**config.mk**
```make
export PLATFORM = sky130hd
export DESIGN_NAME = adder_arbiter
export DESIGN_NICKNAME = d
export VERILOG_FILES = /design/src/rtl/adder_arbiter.sv
export SDC_FILE = /design/constraint.sdc
export NUM_CORES = 1
export LEC_CHECK = 0
export BUFFER_PORTS_ARGS = -buffer_cell sky130_fd_sc_hd__buf_4
export CAP_MARGIN = 15
export CORE_AREA = 2 2 160 162
export DETAILED_ROUTE_END_ITERATION = 10
export DIE_AREA = 0 0 162 164
export PLACE_DENSITY_LB_ADDON = 0.15
export SYNTH_ARGS = -nofsm -noshare
export SYNTH_HDL_FRONTEND = slang
export SYNTH_SLANG_ARGS = --single-unit
```
**constraint.sdc**
```tcl
create_clock -name clk -period 2.83 [get_ports clk]
set_input_delay 0.1415 -clock clk [delete_from_list [all_inputs] [get_ports clk]]
set_output_delay 0.1415 -clock clk [all_outputs]
set_load 0.05 [all_outputs]
```
**src/rtl/adder_arbiter.sv**
```systemverilog
// Round-robin arbiter sharing one external WIDTH-bit adder among NUM_REQ requesters.
// Latency: grant in cycle T, operands on adder in T+1, tagged response valid from T+2; one op in flight.
// Backpressure: response held stable until rsp_ready; no new grant is issued until it is accepted.
module adder_arbiter #(
    parameter int NUM_REQ = 4,
    parameter int WIDTH   = 32,
    parameter int ID_W    = 2,
    parameter int CNT_W   = 16
) (
    input  logic                     clk,
    input  logic                     reset,
    input  logic [NUM_REQ-1:0]       req_valid,
    input  logic [NUM_REQ*WIDTH-1:0] req_a,
    input  logic [NUM_REQ*WIDTH-1:0] req_b,
    output logic [NUM_REQ-1:0]       req_ready,
    output logic [WIDTH-1:0]         adder_a,
    output logic [WIDTH-1:0]         adder_b,
    input  logic [WIDTH-1:0]         adder_y,
    output logic                     rsp_valid,
    input  logic                     rsp_ready,
    output logic [WIDTH-1:0]         rsp_y,
    output logic [ID_W-1:0]          rsp_id,
    output logic                     busy,
    output logic [CNT_W-1:0]         op_count
);

    typedef enum logic [1:0] {
        IDLE,
        EXEC,
        RESP
    } state_t;

    state_t            state;
    logic [ID_W-1:0]   ptr;
    logic [ID_W-1:0]   id_reg;
    logic [ID_W-1:0]   grant_idx;
    logic [ID_W-1:0]   next_ptr;
    logic              grant_found;
    logic [WIDTH-1:0]  op_a;
    logic [WIDTH-1:0]  op_b;
    logic [WIDTH-1:0]  y_reg;
    logic              rsp_valid_q;
    logic              busy_q;

    // First valid requester at or after ptr, wrapping modulo NUM_REQ.
    always_comb begin
        logic [ID_W-1:0] cand;
        cand        = '0;
        grant_idx   = '0;
        grant_found = 1'b0;
        for (int k = 0; k < NUM_REQ; k++) begin
            cand = ID_W'((int'(ptr) + k) % NUM_REQ);
            if (!grant_found && req_valid[cand]) begin
                grant_idx   = cand;
                grant_found = 1'b1;
            end
        end
    end

    assign next_ptr = (grant_idx == ID_W'(NUM_REQ - 1)) ? '0 : grant_idx + 1'b1;

    // Ready is masked by reset so nothing handshakes while reset is held.
    always_comb begin
        req_ready = '0;
        if (reset && (state == IDLE) && grant_found) begin
            req_ready[grant_idx] = 1'b1;
        end
    end

    always_ff @(posedge clk) begin
        if (!reset) begin
            state       <= IDLE;
            ptr         <= '0;
            op_a        <= '0;
            op_b        <= '0;
            y_reg       <= '0;
            id_reg      <= '0;
            op_count    <= '0;
            rsp_valid_q <= 1'b0;
            busy_q      <= 1'b0;
        end else begin
            case (state)
                IDLE: begin
                    if (grant_found) begin
                        op_a   <= req_a[int'(grant_idx)*WIDTH +: WIDTH];
                        op_b   <= req_b[int'(grant_idx)*WIDTH +: WIDTH];
                        id_reg <= grant_idx;
                        ptr    <= next_ptr;
                        state  <= EXEC;
                        busy_q <= 1'b1;
                    end
                end
                EXEC: begin
                    y_reg       <= adder_y;
                    state       <= RESP;
                    rsp_valid_q <= 1'b1;
                end
                RESP: begin
                    if (rsp_ready) begin
                        op_count    <= op_count + 1'b1;
                        state       <= IDLE;
                        rsp_valid_q <= 1'b0;
                        busy_q      <= 1'b0;
                    end
                end
                default: begin
                    state       <= IDLE;
                    rsp_valid_q <= 1'b0;
                    busy_q      <= 1'b0;
                end
            endcase
        end
    end

    assign adder_a   = op_a;
    assign adder_b   = op_b;
    assign rsp_valid = rsp_valid_q;
    assign rsp_y     = y_reg;
    assign rsp_id    = id_reg;
    assign busy      = busy_q;

endmodule

```
==> flow_metrics.env <==
export IMPL_outcome="complete, no violations"
export IMPL_timing_critical_path_slowest_stage_cell="sky130_fd_sc_hd__dfxtp_1"
export IMPL_number_of_different_library_cells_in_the_post_synthesis_netlist=36
export IMPL_final_setup_skew_ps=12.2
export IMPL_synth_ff_latch_count=120
export IMPL_synthesis_area_per_instance_um2=10.0
export IMPL_grt_pass1_vias=6408
export IMPL_place_congestion=0.814
export IMPL_global_route_wire_length_before_repair_um=36300
export IMPL_port_buffers=414
export IMPL_period_utilization_post_route_pct=84.7
export IMPL_max_clock_freq_mhz=417
export IMPL_detail_route_drc_violations=0
export IMPL_timing_setup_critical_path_class="register to output pin"
export IMPL_cts_made_buffers=17
export IMPL_crit_family="compound AO/OA/AOI/OAI gates"
export IMPL_crit_chain="a21oi_1 -> o32a_1 -> nor3_2 -> buf_12 -> buf_4"
export IMPL_synth_warning_count=0
export IMPL_power_density_mw_per_mm2=650
export IMPL_syn_nets=857
export IMPL_slew_worst_pin_ps=648
export IMPL_pin_count_of_the_biggest_net_entering_global_routing=66
export IMPL_count_of_flip_flops_with_a_built_in_enable_after_synthesis=0
export IMPL_grt_ovfl_total=0
export IMPL_postRouteAntennaNets=0
export IMPL_insertedDiodeCount=0
export IMPL_max_slew_margin_pct=56.8
export IMPL_flow_area_growth_from_synthesis_pct=89.4
export IMPL_hp_class="primary input to register"
export IMPL_synth_top_area_share_pct=42.9
export IMPL_drive_gt1_share_pct=44.8
export IMPL_violation_count_after_the_first_detailed_routing_iteration=314
export IMPL_max_cap_viols=0
export IMPL_critPathRequiredTime_ps=2690
export IMPL_final_max_slew_viol_count=0
export IMPL_clock_transition_at_path_regs_ps=60
export IMPL_pin_count=415
export IMPL_timing_final_hold_violations=0
export IMPL_timing_final_crit_period_ps=2400
export IMPL_die_area_mm2=0.0266
export IMPL_site_row_count=58
export IMPL_leakage_nw=4.87
export IMPL_die_height_um=164
export IMPL_yosys_most_used_dff="sky130_fd_sc_hd__dfxtp_1"
export IMPL_multi_input_area_mm2=0.00295
export IMPL_critPathCaptureType="output pin"
export IMPL_synth_top_area_cells="sky130_fd_sc_hd__dfxtp_1 (43%), sky130_fd_sc_hd__a221o_1 (11%), sky130_fd_sc_hd__a22o_1 (10%)"
export IMPL_tritoncts="yes"
export IMPL_drt_pass1_iter_count=4
export IMPL_worst_endpoint_arrival_ps=2260
export IMPL_h_tree_depth=4
export IMPL_core_area_mm2=0.0248
export IMPL_worst_ir_drop_vdd_uv=321
export IMPL_final_setup_viol_count=0
export IMPL_final_seq_area_mm2=0.00240
export IMPL_total_power_mw=6.89
export IMPL_hpwl_dp_um=17200
export IMPL_postCtsSetupRepairBufs=0
export IMPL_netlist_top_cell_by_area="sky130_fd_sc_hd__dfxtp_1"
export IMPL_grt_setup_unrepaired="false"
export IMPL_seq_area_frac_synth_pct=42.9
export IMPL_number_of_antenna_violations_at_the_first_check_in_global_routing=0
export IMPL_wl_per_cell_um=17.9
export IMPL_synth_most_common_cell="sky130_fd_sc_hd__dfxtp_1"
export IMPL_num_nets_final=1348
export IMPL_track_usage_pct=17.6
export IMPL_clock_tree_buffer_depth=2
export IMPL_critPathBufInv=2
export IMPL_n_fill_cell=2450
export IMPL_detailroute_via_count=6419
export IMPL_post_synthesis_cell_area_mm2=0.00560
export IMPL_postSynth_asyncResetShare_pct=0
export IMPL_delay_of_the_slowest_critical_path_stage_ps=480
export IMPL_clock_insertion_delay_worst_skew_ps=420
export IMPL_netlist_instances=559
export IMPL_worst_path_max_fanout=25
export IMPL_fin_tns_setup_ps=0
export IMPL_routed_wl_um=24900
export IMPL_numClockSinks=120
export IMPL_crit_path_start_kind="register"
export IMPL_routed_via_density=4.61
export IMPL_initial_core_util_pct=22.5
export IMPL_post_synth_most_frequent_cells="sky130_fd_sc_hd__dfxtp_1 (120), sky130_fd_sc_hd__nand2_1 (75), sky130_fd_sc_hd__a221o_1 (64), sky130_fd_sc_hd__a22o_1 (64), sky130_fd_sc_hd__mux2_1 (49)"
export IMPL_fp_dieW_um=162
export IMPL_cts_root_buffer="sky130_fd_sc_hd__clkbuf_16"
## final cells by class
cell class | count | share of cell area (%)
tap | 330 | 3.90
inverter | 5 | 0.177
timing repair buffer | 521 | 39.8
multi-input combinational | 385 | 27.9
sequential | 120 | 22.7
clock inverter | 11 | 1.40
clock buffer | 20 | 4.21
## timing repair
action,in CTS,in global routing
hold buffers,97,0
setup endpoints to repair,0,0
endpoints found under the hold margin,99,0
resized for setup,0,0
## cells by family (layout without fill, tap and decap cells)
family	after synthesis	in the layout	synth area share, %
AO/OA/AOI/OAI	176	176	26.3
multiplexers	66	66	13.2
adder cells (fa/ha/maj)	3	3	0.671
XOR/XNOR	15	15	2.35
buffers and inverters	54	557	4.61
AND/OR/NAND/NOR	125	125	9.91
flip-flops	120	120	42.9
## stage by stage
| step | hold WS [ps] | utilization, % | instance area (um2) | setup WS, ps | cells |
|---|---|---|---|---|---|
| 6_report | 22.3 | 42.7 | 10600 | 432 | 1392 |
| 3_3_place_gp | 364 | 36.4 | 9030 | 572 | 1264 |
| 2_1_floorplan | 263 | - | 5600 | 778 | 559 |
| 3_5_place_dp | 366 | 36.4 | 9030 | 540 | 1264 |
| 5_1_grt | 16.5 | 42.7 | 10600 | 211 | 1392 |
| 4_1_cts | 6.05 | 42.7 | 10600 | 338 | 1392 |
## worst min-delay path, cell delays in order
cell                      delay (ps)
sky130_fd_sc_hd__buf_4            80
sky130_fd_sc_hd__a22o_1          110
sky130_fd_sc_hd__a221o_1          90
## registers in the layout (all words and copies together) (netlist names)
register / cells
state: 2
adder_a: 32
rsp_y: 32
rsp_id: 2
rsp_valid: 1
adder_b: 32
busy: 1
op_count: 16
ptr: 2
## power breakdown
group	total (mW)	switching, mW	internal [mW]
logic	2.56	1.50	1.06
clock network	2.26	0.850	1.41
registers	2.08	0.146	1.93
total	6.89	2.49	4.40
## layout by cell type (no fill, tap or decap), types with 4 or more instances in the layout
cell	count
sky130_fd_sc_hd__a21oi_1	40
sky130_fd_sc_hd__a221o_1	64
sky130_fd_sc_hd__a22o_1	64
sky130_fd_sc_hd__and3_1	4
sky130_fd_sc_hd__and4_1	4
sky130_fd_sc_hd__buf_12	5
sky130_fd_sc_hd__buf_4	419
sky130_fd_sc_hd__clkbuf_16	17
sky130_fd_sc_hd__dfxtp_1	120
sky130_fd_sc_hd__dlygate4sd3_1	97
sky130_fd_sc_hd__mux2_1	49
sky130_fd_sc_hd__mux2_2	15
sky130_fd_sc_hd__nand2_1	75
sky130_fd_sc_hd__nand4_1	4
sky130_fd_sc_hd__nor2_1	19
sky130_fd_sc_hd__xnor2_1	4
sky130_fd_sc_hd__xor2_1	11
## worst paths after layout
kind                                              from                       end  slack (ps)  cells past startpoint
worst min-delay path                         req_b[56]  adder_b[24]$_SDFFE_PN0P_          20                      3
worst max register to register   state[1]$_SDFFE_PN0P_  adder_a[10]$_SDFFE_PN0P_         530                      5
worst min register to register  rsp_y[11]$_SDFFE_PN0P_    rsp_y[11]$_SDFFE_PN0P_         450                      2
worst max-delay path               ptr[1]$_SDFFE_PN0P_              req_ready[0]         430                      5
## per-layer routing
layer,track usage (%),vias up,wire length [um]
li1,-,3101,-
met1,20.2,3006,9650
met2,31.2,284,12600
met3,5.43,28,2150
met4,6.11,0,556
met5,0,-,0
(Power assumes the default switching activity.)
